--- src/rtl/ifu_fetch_if.sv ---
// Fetch-side bus: instruction ROM port, decode valid/ready stage, redirect
// input and the fetch counter.
interface ifu_fetch_if;
  logic [31:0] im_addr;
  logic [31:0] im_instr;
  logic        id_valid;
  logic        id_ready;
  logic [31:0] id_pc;
  logic [31:0] id_instr;
  logic        id_exc;
  logic        redirect;
  logic [31:0] redirect_pc;
  logic [31:0] fetch_count;

  modport master (
    output im_addr, id_valid, id_pc, id_instr, id_exc, fetch_count,
    input  im_instr, id_ready, redirect, redirect_pc
  );

  modport slave (
    input  im_addr, id_valid, id_pc, id_instr, id_exc, fetch_count,
    output im_instr, id_ready, redirect, redirect_pc
  );
endinterface

--- src/rtl/ifu_fetch.sv ---
// Instruction fetch unit: owns the PC, reads the ROM combinationally and
// registers {pc, instr, exc} into a valid/ready decode stage; halts on fetch faults.
module ifu_fetch #(
  parameter logic [31:0] RESET_PC = 32'h0000_3000,
  parameter logic [31:0] PC_BASE  = 32'h0000_3000,
  parameter int unsigned IM_WORDS = 1024
) (
  input  logic         clk,
  input  logic         reset,
  ifu_fetch_if.master  bus
);

  localparam logic [32:0] PC_LO = 33'(PC_BASE);
  localparam logic [32:0] PC_HI = 33'(PC_BASE) + 33'(IM_WORDS) * 33'd4;

  typedef enum logic {RUN, HALT} state_e;

  state_e      state_q, state_d;
  logic [31:0] pc_q, pc_d;
  logic        id_valid_q, id_valid_d;
  logic [31:0] id_pc_q, id_pc_d;
  logic [31:0] id_instr_q, id_instr_d;
  logic        id_exc_q, id_exc_d;
  logic [31:0] fetch_count_q, fetch_count_d;

  logic bad_c;
  logic load_c;

  // 33-bit range compare keeps the upper bound from overflowing
  assign bad_c = (pc_q[1:0] != 2'b00) |
                 ({1'b0, pc_q} < PC_LO) |
                 ({1'b0, pc_q} >= PC_HI);

  assign load_c = (state_q == RUN) & (~id_valid_q | bus.id_ready) & ~bus.redirect;

  always_comb begin
    state_d       = state_q;
    pc_d          = pc_q;
    id_valid_d    = id_valid_q;
    id_pc_d       = id_pc_q;
    id_instr_d    = id_instr_q;
    id_exc_d      = id_exc_q;
    fetch_count_d = fetch_count_q;

    if (bus.redirect) begin
      pc_d       = bus.redirect_pc;
      id_valid_d = 1'b0;
      state_d    = RUN;
    end else if (load_c) begin
      id_pc_d       = pc_q;
      id_instr_d    = bad_c ? 32'h0 : bus.im_instr;
      id_exc_d      = bad_c;
      id_valid_d    = 1'b1;
      fetch_count_d = fetch_count_q + 32'd1;
      if (bad_c) begin
        state_d = HALT;
      end else begin
        pc_d = pc_q + 32'd4;
      end
    end else if (id_valid_q && bus.id_ready) begin
      // Only reachable in HALT: the faulting word drains without a refill
      id_valid_d = 1'b0;
    end
  end

  always_ff @(posedge clk or posedge reset) begin
    if (reset) begin
      state_q       <= RUN;
      pc_q          <= RESET_PC;
      id_valid_q    <= 1'b0;
      id_pc_q       <= 32'h0;
      id_instr_q    <= 32'h0;
      id_exc_q      <= 1'b0;
      fetch_count_q <= 32'h0;
    end else begin
      state_q       <= state_d;
      pc_q          <= pc_d;
      id_valid_q    <= id_valid_d;
      id_pc_q       <= id_pc_d;
      id_instr_q    <= id_instr_d;
      id_exc_q      <= id_exc_d;
      fetch_count_q <= fetch_count_d;
    end
  end

  assign bus.im_addr     = pc_q;
  assign bus.id_valid    = id_valid_q;
  assign bus.id_pc       = id_pc_q;
  assign bus.id_instr    = id_instr_q;
  assign bus.id_exc      = id_exc_q;
  assign bus.fetch_count = fetch_count_q;

endmodule

--- src/flat_wrapper.sv ---
// flat-port wrapper written by rule: the top's interface ports become plain ports
module ifu_fetch_flat 
#(
  parameter logic [31:0] RESET_PC = 32'h0000_3000,
  parameter logic [31:0] PC_BASE  = 32'h0000_3000,
  parameter int unsigned IM_WORDS = 1024
)
  (clk, reset, bus_im_addr, bus_id_valid, bus_id_pc, bus_id_instr, bus_id_exc, bus_fetch_count, bus_im_instr, bus_id_ready, bus_redirect, bus_redirect_pc);
  ifu_fetch_if bus_i ();
  input  logic clk;
  input  logic reset;
  output wire logic [$bits(bus_i.im_addr)-1:0] bus_im_addr;
  output wire logic [$bits(bus_i.id_valid)-1:0] bus_id_valid;
  output wire logic [$bits(bus_i.id_pc)-1:0] bus_id_pc;
  output wire logic [$bits(bus_i.id_instr)-1:0] bus_id_instr;
  output wire logic [$bits(bus_i.id_exc)-1:0] bus_id_exc;
  output wire logic [$bits(bus_i.fetch_count)-1:0] bus_fetch_count;
  input wire logic [$bits(bus_i.im_instr)-1:0] bus_im_instr;
  input wire logic [$bits(bus_i.id_ready)-1:0] bus_id_ready;
  input wire logic [$bits(bus_i.redirect)-1:0] bus_redirect;
  input wire logic [$bits(bus_i.redirect_pc)-1:0] bus_redirect_pc;
  assign bus_im_addr = bus_i.im_addr;
  assign bus_id_valid = bus_i.id_valid;
  assign bus_id_pc = bus_i.id_pc;
  assign bus_id_instr = bus_i.id_instr;
  assign bus_id_exc = bus_i.id_exc;
  assign bus_fetch_count = bus_i.fetch_count;
  assign bus_i.im_instr = bus_im_instr;
  assign bus_i.id_ready = bus_id_ready;
  assign bus_i.redirect = bus_redirect;
  assign bus_i.redirect_pc = bus_redirect_pc;
  ifu_fetch #(.RESET_PC(RESET_PC), .PC_BASE(PC_BASE), .IM_WORDS(IM_WORDS)) u_core (.clk(clk), .reset(reset), .bus(bus_i));
endmodule
--- config.mk ---
export PLATFORM = sky130hd
export DESIGN_NAME = ifu_fetch_flat
export DESIGN_NICKNAME = d
export VERILOG_FILES = /design/src/rtl/ifu_fetch_if.sv /design/src/rtl/ifu_fetch.sv /design/src/flat_wrapper.sv
export SDC_FILE = /design/constraint.sdc
export NUM_CORES = 1
export LEC_CHECK = 0
export BUFFER_PORTS_ARGS = -buffer_cell sky130_fd_sc_hd__buf_2
export CORE_ASPECT_RATIO = 0.75
export CORE_MARGIN = 2
export CORE_UTILIZATION = 35
export CTS_CLUSTER_DIAMETER = 80
export DETAILED_ROUTE_END_ITERATION = 10
export SYNTH_ARGS = -nofsm -noshare
export SYNTH_HDL_FRONTEND = slang
export SYNTH_SLANG_ARGS = --single-unit
export TNS_END_PERCENT = 30
--- constraint.sdc ---
create_clock -name clk -period 5 [get_ports clk]
set_input_delay 1 -clock clk [delete_from_list [all_inputs] [get_ports clk]]
set_output_delay 1 -clock clk [all_outputs]
set_load 0.02 [all_outputs]
Word level (Yosys, flattened, before mapping). Index checks and enable logic that the tools add are counted.

Register bits after elaboration: 131. Output and inout bits: 130. Word-level logic and storage cells: 38.

$add $sub $neg: 2. Order comparisons: 2. Equal/unequal tests: 1. Mux-type cells: 10. Bitwise logic cells: 8. Reductions and logical operators: 8.

Operators by type and width (number): $mux 32 (4); $add 32x1->32 const B (1); $add 32x3->32 const B (1); $ge 32x15->1 const B (1); $lt 32x14->1 const B (1); $mux 1 (6); $reduce_and 2->1 (3); $reduce_bool 2->1 (3); $not 1->1 (3); $or 1x1->1 (3); $reduce_bool 3->1 (1); $and 1x1->1 (2); $ne 2x2->1 const B (1); $logic_and 1x1->1 (1).

Longest topological paths before layout. Gate-level depths: netlist of run 1.

Depth in word-level cells: 6. Gate-level depth with buffers: 8.

Worst setup path after synthesis of run 1. Ideal clock, no wire load.

Kind: input port to flip-flop. Start point: input port bus_redirect. End point: register u_core.fetch_count_q[11], in the netlist u_core.bus.fetch_count[11]. Arrival: 2329 ps. Path slack: 2541 ps. Stages: 8. Buffers on the path: 3. Cells stage by stage: buf_6 or2_4 nand2b_4 buf_6 nor4_4 buf_4 nand3_1 xnor2_1.

Cells in the longest elaborated chain, start to end: 3.

Ends and longest elaborated chain: start: declaration (RTL line flat_wrapper.sv:20) `input wire logic [$bits(bus_i.redirect)-1:0] bus_redirect;`; $not 1->1 (no line) (*); $and 1x1->1 (RTL line ifu_fetch.sv:34) `assign load_c = (state_q == RUN) & (~id_valid_q | bus.id_ready) & ~bus.redirect;`; $reduce_and 2->1 (no line) (*); end signal: assignment (RTL line ifu_fetch.sv:82) `fetch_count_q <= fetch_count_d;`; end: declaration (RTL line ifu_fetch.sv:24) `logic [31:0] fetch_count_q, fetch_count_d;`.

Mark *: on every way between the ends. The rest lies on a longest branch, timed or not. A chain may end at the register's enable or synchronous reset.

Worst setup path after layout of run 1.
Start point: input port bus_redirect. End point: register u_core.fetch_count_q[17], in the netlist u_core.bus.fetch_count[17].

Same word-level chain as after synthesis.

==> flow_metrics.env, run 1 <==
export IMPL_rsz0062_at_grt="false"
export IMPL_synth_cell_types=35
export IMPL_crit_path_cell_trace="buf_2 > or2_4 > nand2b_4 > nor4_4 > nand4_1 > xnor2_1"
export IMPL_critPathMaxFanout=71
export IMPL_synth_seq_area_share_pct=59.3
export IMPL_hold_buffers=0
export IMPL_worst_slew_pin_slew_ps=837
export IMPL_worstHoldStart="u_core.bus.id_instr[23]"
export IMPL_clk_insertion_delay_late_ps=410
export IMPL_startpoint_type="primary input"
export IMPL_hold_class="reg2reg"
export IMPL_place_ws_ps=1730
export IMPL_cts_tree="done"
export IMPL_outcome="finished clean"
export IMPL_cts_inserted_buffers=17
export IMPL_synthArstFlopShare_pct=100
export IMPL_grt_max_degree=95
export IMPL_dr_first_iter_drc_count=193
export IMPL_synth_cells=537
export IMPL_max_freq_ghz=0.357
export IMPL_hold_viol_final=0
export IMPL_powerDensity_nw_per_um2=402
export IMPL_grt_ovfl_total=0
export IMPL_synth_area_leader_cell="dfrtp_1"
export IMPL_drc=0
export IMPL_layout_drive_gt1_share_pct=36.0
export IMPL_r2r_end="u_core.bus.im_addr[3]"
export IMPL_hpwl_um=9810
export IMPL_clock_sinks=131
export IMPL_cp_data_arrival_time_ps=3100
export IMPL_globalRouteMet3Util_pct=4.80
export IMPL_report_final_slew_viol_count=0
export IMPL_io_pins=198
export IMPL_reg2reg_depth=5
export IMPL_finClkSkew_ps=7.84
export IMPL_cp_num_buf_inv=1
export IMPL_dieArea_um2=16800
export IMPL_cts_max_level=4
export IMPL_max_cap_violations=0
export IMPL_start_util_pct=36.1
export IMPL_synth_nets=608
export IMPL_vdd_drop_max_mv=0.223
export IMPL_grtUsageMet1_pct=22.6
export IMPL_io_buffers=197
export IMPL_cts_root_buf="clkbuf_16"
export IMPL_slowest_stage="nor4_4"
export IMPL_synth_ff_type="dfrtp_1"
export IMPL_cp_depth=6
export IMPL_worst_r2r_startpoint="u_core.bus.im_addr[20]"
export IMPL_vias=4506
export IMPL_num_rows=39
export IMPL_drt_pass1_iter_count=4
export IMPL_reg2reg_slack_ps=2240
export IMPL_post_cts_buffers=0
export IMPL_drt_wirelength_per_cell_um=14.9
export IMPL_synth_edff_count=0
export IMPL_yosys_warnings=0
export IMPL_crit_family="simple AND/OR/NAND/NOR gates"
export IMPL_finalSetupTns_ps=0
export IMPL_synth_area_per_cell_um2=10.3
export IMPL_path_clk_slew_ps=60
export IMPL_clk_path_buf_depth=2
export IMPL_area_growth_syn_to_layout_pct=31.6
export IMPL_grt_use_met2_pct=27.5
export IMPL_hold_path_end="u_core.bus.id_instr[23]"
export IMPL_ant_nets=0
export IMPL_grtUsageTotal_pct=17.3
export IMPL_detail_route_vias_per_cell=4.75
export IMPL_synth_seq_cells=131
export IMPL_leakage_nw=3.85
export IMPL_netlist_area_um2=5530
export IMPL_period_needed_ps=2800
export IMPL_cpPeakStageDelay_ps=790
export IMPL_place_gp_congestion=0.800
export IMPL_synth_most_common_cell="nand2_1"
export IMPL_synth_top_area_share_pct=58.4
export IMPL_num_fill_cells=1467
export IMPL_die_h_um=113
export IMPL_setup_ws_ps=2200
export IMPL_finalSetupViolCount=0
export IMPL_grt_pass1_wl_um=22700
export IMPL_grt_most_used_layer="met2"
export IMPL_nets=800
export IMPL_drt_wl_total_um=14100
export IMPL_worstSetupPathType="in2reg"
export IMPL_critPathRequiredTime_ps=5290
export IMPL_whs_path_depth=2
export IMPL_relSlewSlack_pct=44.2
export IMPL_cts_resized=0
export IMPL_die_w_um=149
export IMPL_ys_top_cells_by_area="dfrtp_1, nand2_1, xnor2_1"
export IMPL_antenna_found_initial=1
export IMPL_grt_pass1_vias=4467
export IMPL_yosys_top_cells_count="nand2_1, dfrtp_1, nand3_1"
export IMPL_timing_final_crit_share_pct=56.1
export IMPL_cp_end_kind="register"
export IMPL_design_core_area_um2=15300
-- final cells by class --
class	instances	area, um2	area share, %
inverters	6	27.5	0.378
clock inverters	14	154	2.11
multi-input cells	372	2100	28.9
repair buffers	201	1020	14.0
clock buffers	18	439	6.03
flip-flops and latches	131	3280	45.1
well taps	205	256	3.52
diodes	1	2.50	0.0344
-- cells by family (layout without fill, tap and decap cells) --
| family | Yosys count | in the layout | share of synthesized area, % |
|---|---|---|---|
| xor gates and xnor gates | 40 | 40 | 6.33 |
| AOI/OAI and AO/OA | 15 | 15 | 1.43 |
| other | 0 | 1 | 0 |
| buffers and inverters | 34 | 239 | 2.80 |
| muxes | 24 | 24 | 4.84 |
| DFF | 131 | 131 | 59.3 |
| and+or+nand+nor | 290 | 290 | 24.6 |
| adders and majority gates | 3 | 3 | 0.679 |
-- per-stage QoR --
stage / cells / total power [W] / hold slack, ps / util [%] / cell area, um2
after floorplan: 537 / 0.00153 / 468 / - / 5530
after global placement: 915 / 0.00171 / 450 / 43.6 / 6680
after CTS: 947 / 0.00296 / 470 / 47.5 / 7280
after global routing: 948 / 0.00306 / 484 / 47.5 / 7280
after detailed placement: 915 / 0.00172 / 453 / 43.6 / 6680
final: 948 / 0.00293 / 464 / 47.5 / 7280
-- how the worst max path moves through the flow --
stage	endpoint	slack, ps	from
after floorplan	u_core.bus.fetch_count[0]	510	reset
after global placement	u_core.bus.fetch_count[23]	1810	bus_redirect
after detailed placement	u_core.bus.fetch_count[23]	1730	bus_redirect
after CTS	u_core.bus.fetch_count[17]	2170	bus_redirect
after global routing	u_core.bus.fetch_count[17]	2050	bus_redirect
final	u_core.bus.fetch_count[17]	2200	bus_redirect
-- report_power, final --
part	switching, W	internal (W)
Combinational	0.000286	0.000154
Sequential	0.0000937	0.00116
Clock	0.000482	0.000752
-- metal layers --
layer | wire, um | vias up
met4 | 276 | 0
met2 | 6570 | 135
met5 | 0 | -
li1 | - | 2171
met1 | 6460 | 2179
met3 | 834 | 21
-- worst register-to-register path: stages (launching register included) --
cell	delay, ps
dfrtp_1	400
nor4_1	450
nand4_1	630
nor3_1	530
mux2_2	380
mux2_2	250
-- flip-flops by register name, indices dropped and copies added (netlist names) --
signal,count
u_core.state_q,1
u_core.bus.id_pc,32
u_core.bus.id_valid,1
u_core.bus.fetch_count,32
u_core.bus.id_instr,32
u_core.bus.im_addr,32
u_core.bus.id_exc,1
-- layout by cell type, fill, tap and decap left out, types with 4 or more instances in the layout --
cell type / synthesis / final
nand4_1: 17 / 17
and3_1: 9 / 9
clkinv_4: 0 / 4
clkbuf_16: 0 / 17
nand2_1: 182 / 182
nor2_1: 6 / 5
nand3_1: 47 / 47
dfrtp_1: 129 / 129
buf_4: 1 / 4
mux2_2: 22 / 22
inv_6: 0 / 4
buf_2: 6 / 197
o21ai_0: 6 / 6
o21ai_1: 6 / 6
and4_1: 5 / 5
nor4_1: 8 / 8
inv_1: 6 / 5
xnor2_1: 37 / 37
Power figures use the tool's default switching activity.
==> run 2: changes to the inputs <==
==> constraint.sdc (replaced) <==
create_clock -name clk -period 2.67 [get_ports clk]
set_input_delay 0.534 -clock clk [delete_from_list [all_inputs] [get_ports clk]]
set_output_delay 0.534 -clock clk [all_outputs]
set_load 0.02 [all_outputs]
==> run 2 against run 1 <==
Wire length is 1.4% higher. Flip-flop and latch count is the same. Combinational power rose by 90%.
==> flow_metrics.env, run 2 (synthesis results as in run 1) <==
export IMPL_outcome="finished clean"
export IMPL_die_w_um=149
export IMPL_clk_insertion_delay_late_ps=420
export IMPL_clock_sinks=131
export IMPL_worstSetupPathType="reg2reg"
export IMPL_area_growth_syn_to_layout_pct=34.0
export IMPL_antenna_cells=0
export IMPL_cts_tree="done"
export IMPL_nets=807
export IMPL_cp_data_arrival_time_ps=2580
export IMPL_drc=0
export IMPL_hold_buffers=0
export IMPL_detail_route_vias_per_cell=4.72
export IMPL_drt_wl_total_um=14300
export IMPL_layout_common_cells="buf_2, nand2_1, dfrtp_1"
export IMPL_hold_viol_final=0
export IMPL_grt_pass1_vias=4578
export IMPL_dr_first_iter_drc_count=200
export IMPL_report_final_slew_viol_count=0
export IMPL_reg2reg_slack_ps=380
export IMPL_hpwl_um=9970
export IMPL_dieArea_um2=16800
export IMPL_dp_cells=922
export IMPL_clk_path_buf_depth=2
export IMPL_hold_class="in2async"
export IMPL_final_common_cell="buf_2"
export IMPL_path_clk_slew_ps=60
export IMPL_ant_nets=0
export IMPL_grt_max_degree=71
export IMPL_drt_pass1_iter_count=4
export IMPL_finClkSkew_ps=8.35
export IMPL_powerDensity_nw_per_um2=769
export IMPL_io_pins=198
export IMPL_place_ws_ps=419
export IMPL_critPathRequiredTime_ps=2970
export IMPL_num_rows=39
export IMPL_max_cap_violations=0
export IMPL_cts_resized=0
export IMPL_drt_wirelength_per_cell_um=15.0
export IMPL_max_freq_ghz=0.437
export IMPL_layout_cells_non_filler=954
export IMPL_post_cts_buffers=0
export IMPL_startpoint_type="register"
export IMPL_die_h_um=113
export IMPL_layout_drive_gt1_share_pct=36.6
export IMPL_finalSetupTns_ps=0
export IMPL_worst_slew_pin_slew_ps=793
export IMPL_cts_inserted_buffers=17
export IMPL_relSlewSlack_pct=47.1
export IMPL_cts_root_buf="clkbuf_16"
export IMPL_io_buffers=197
export IMPL_startpoint="u_core.bus.im_addr[12]"
export IMPL_start_util_pct=36.1
export IMPL_period_needed_ps=2290
export IMPL_grtUsageTotal_pct=17.7
export IMPL_vdd_drop_max_mv=0.407
export IMPL_finalSetupViolCount=0
export IMPL_timing_final_crit_share_pct=85.7
export IMPL_antenna_found_initial=0
export IMPL_rsz0062_at_grt="false"
export IMPL_r2r_end="u_core.bus.im_addr[3]"
export IMPL_reg2reg_depth=5
export IMPL_leakage_nw=3.90
export IMPL_vias=4505
export IMPL_critPathMaxFanout=4
export IMPL_worst_r2r_startpoint="u_core.bus.im_addr[12]"
export IMPL_cp_end_kind="register"
export IMPL_setup_ws_ps=382
export IMPL_place_gp_congestion=0.805
export IMPL_grt_ovfl_total=0
export IMPL_design_core_area_um2=15300
export IMPL_grt_pass1_wl_um=23300
export IMPL_cts_max_level=4
-- run 2: area by class of cell --
class                      instances  area (um2)
multi-input combinational        372        2100
fill                            1476        7910
timing repair buffer             208        1110
clock buffer                      18         439
clock inverter                    14         199
inverter                           6        26.3
tap                              205         256
sequential                       131        3280
-- run 2: worst max path at each step --
stage / endpoint / slack [ps]
3_3_place_gp: u_core.bus.fetch_count[23] / 470
2_1_floorplan: u_core.bus.fetch_count[0] / 510
4_1_cts: u_core.bus.im_addr[3] / 410
6_report: u_core.bus.im_addr[3] / 380
5_1_grt: u_core.bus.im_addr[3] / 260
3_5_place_dp: u_core.bus.im_addr[3] / 420
-- run 2: metrics by stage --
| stage | area (um2) | power, W | util (%) | hold WS (ps) |
|---|---|---|---|---|
| finish | 7410 | 0.00570 | 48.4 | 200 |
| global route | 7410 | 0.00596 | 48.4 | 220 |
| CTS | 7410 | 0.00577 | 48.4 | 194 |
| detailed placement | 6770 | 0.00323 | 44.2 | 451 |
| global placement | 6770 | 0.00321 | 44.2 | 446 |
| floorplan | 5540 | 0.00286 | - | 468 |
-- run 2: worst max-delay path, cell delays in order, from the launching register on --
cell and delay (ps):
dfstp_2 570, nor4b_1 370, nand4_1 250, nor3_1 350
mux2_2 370, mux2_2 260
-- run 2: report_power, final --
group          internal (W)  switching [W]
clock               0.00160       0.000919
combinational      0.000299       0.000539
sequential          0.00217       0.000177
total               0.00407        0.00164
-- run 2: per-layer routing --
metal	up-vias	global-route usage [%]	wire length, um
met2	135	27.2	6470
met1	2174	23.9	6810
met3	21	4.52	756
met4	0	7.24	296
met5	-	0	0
li1	2175	-	-
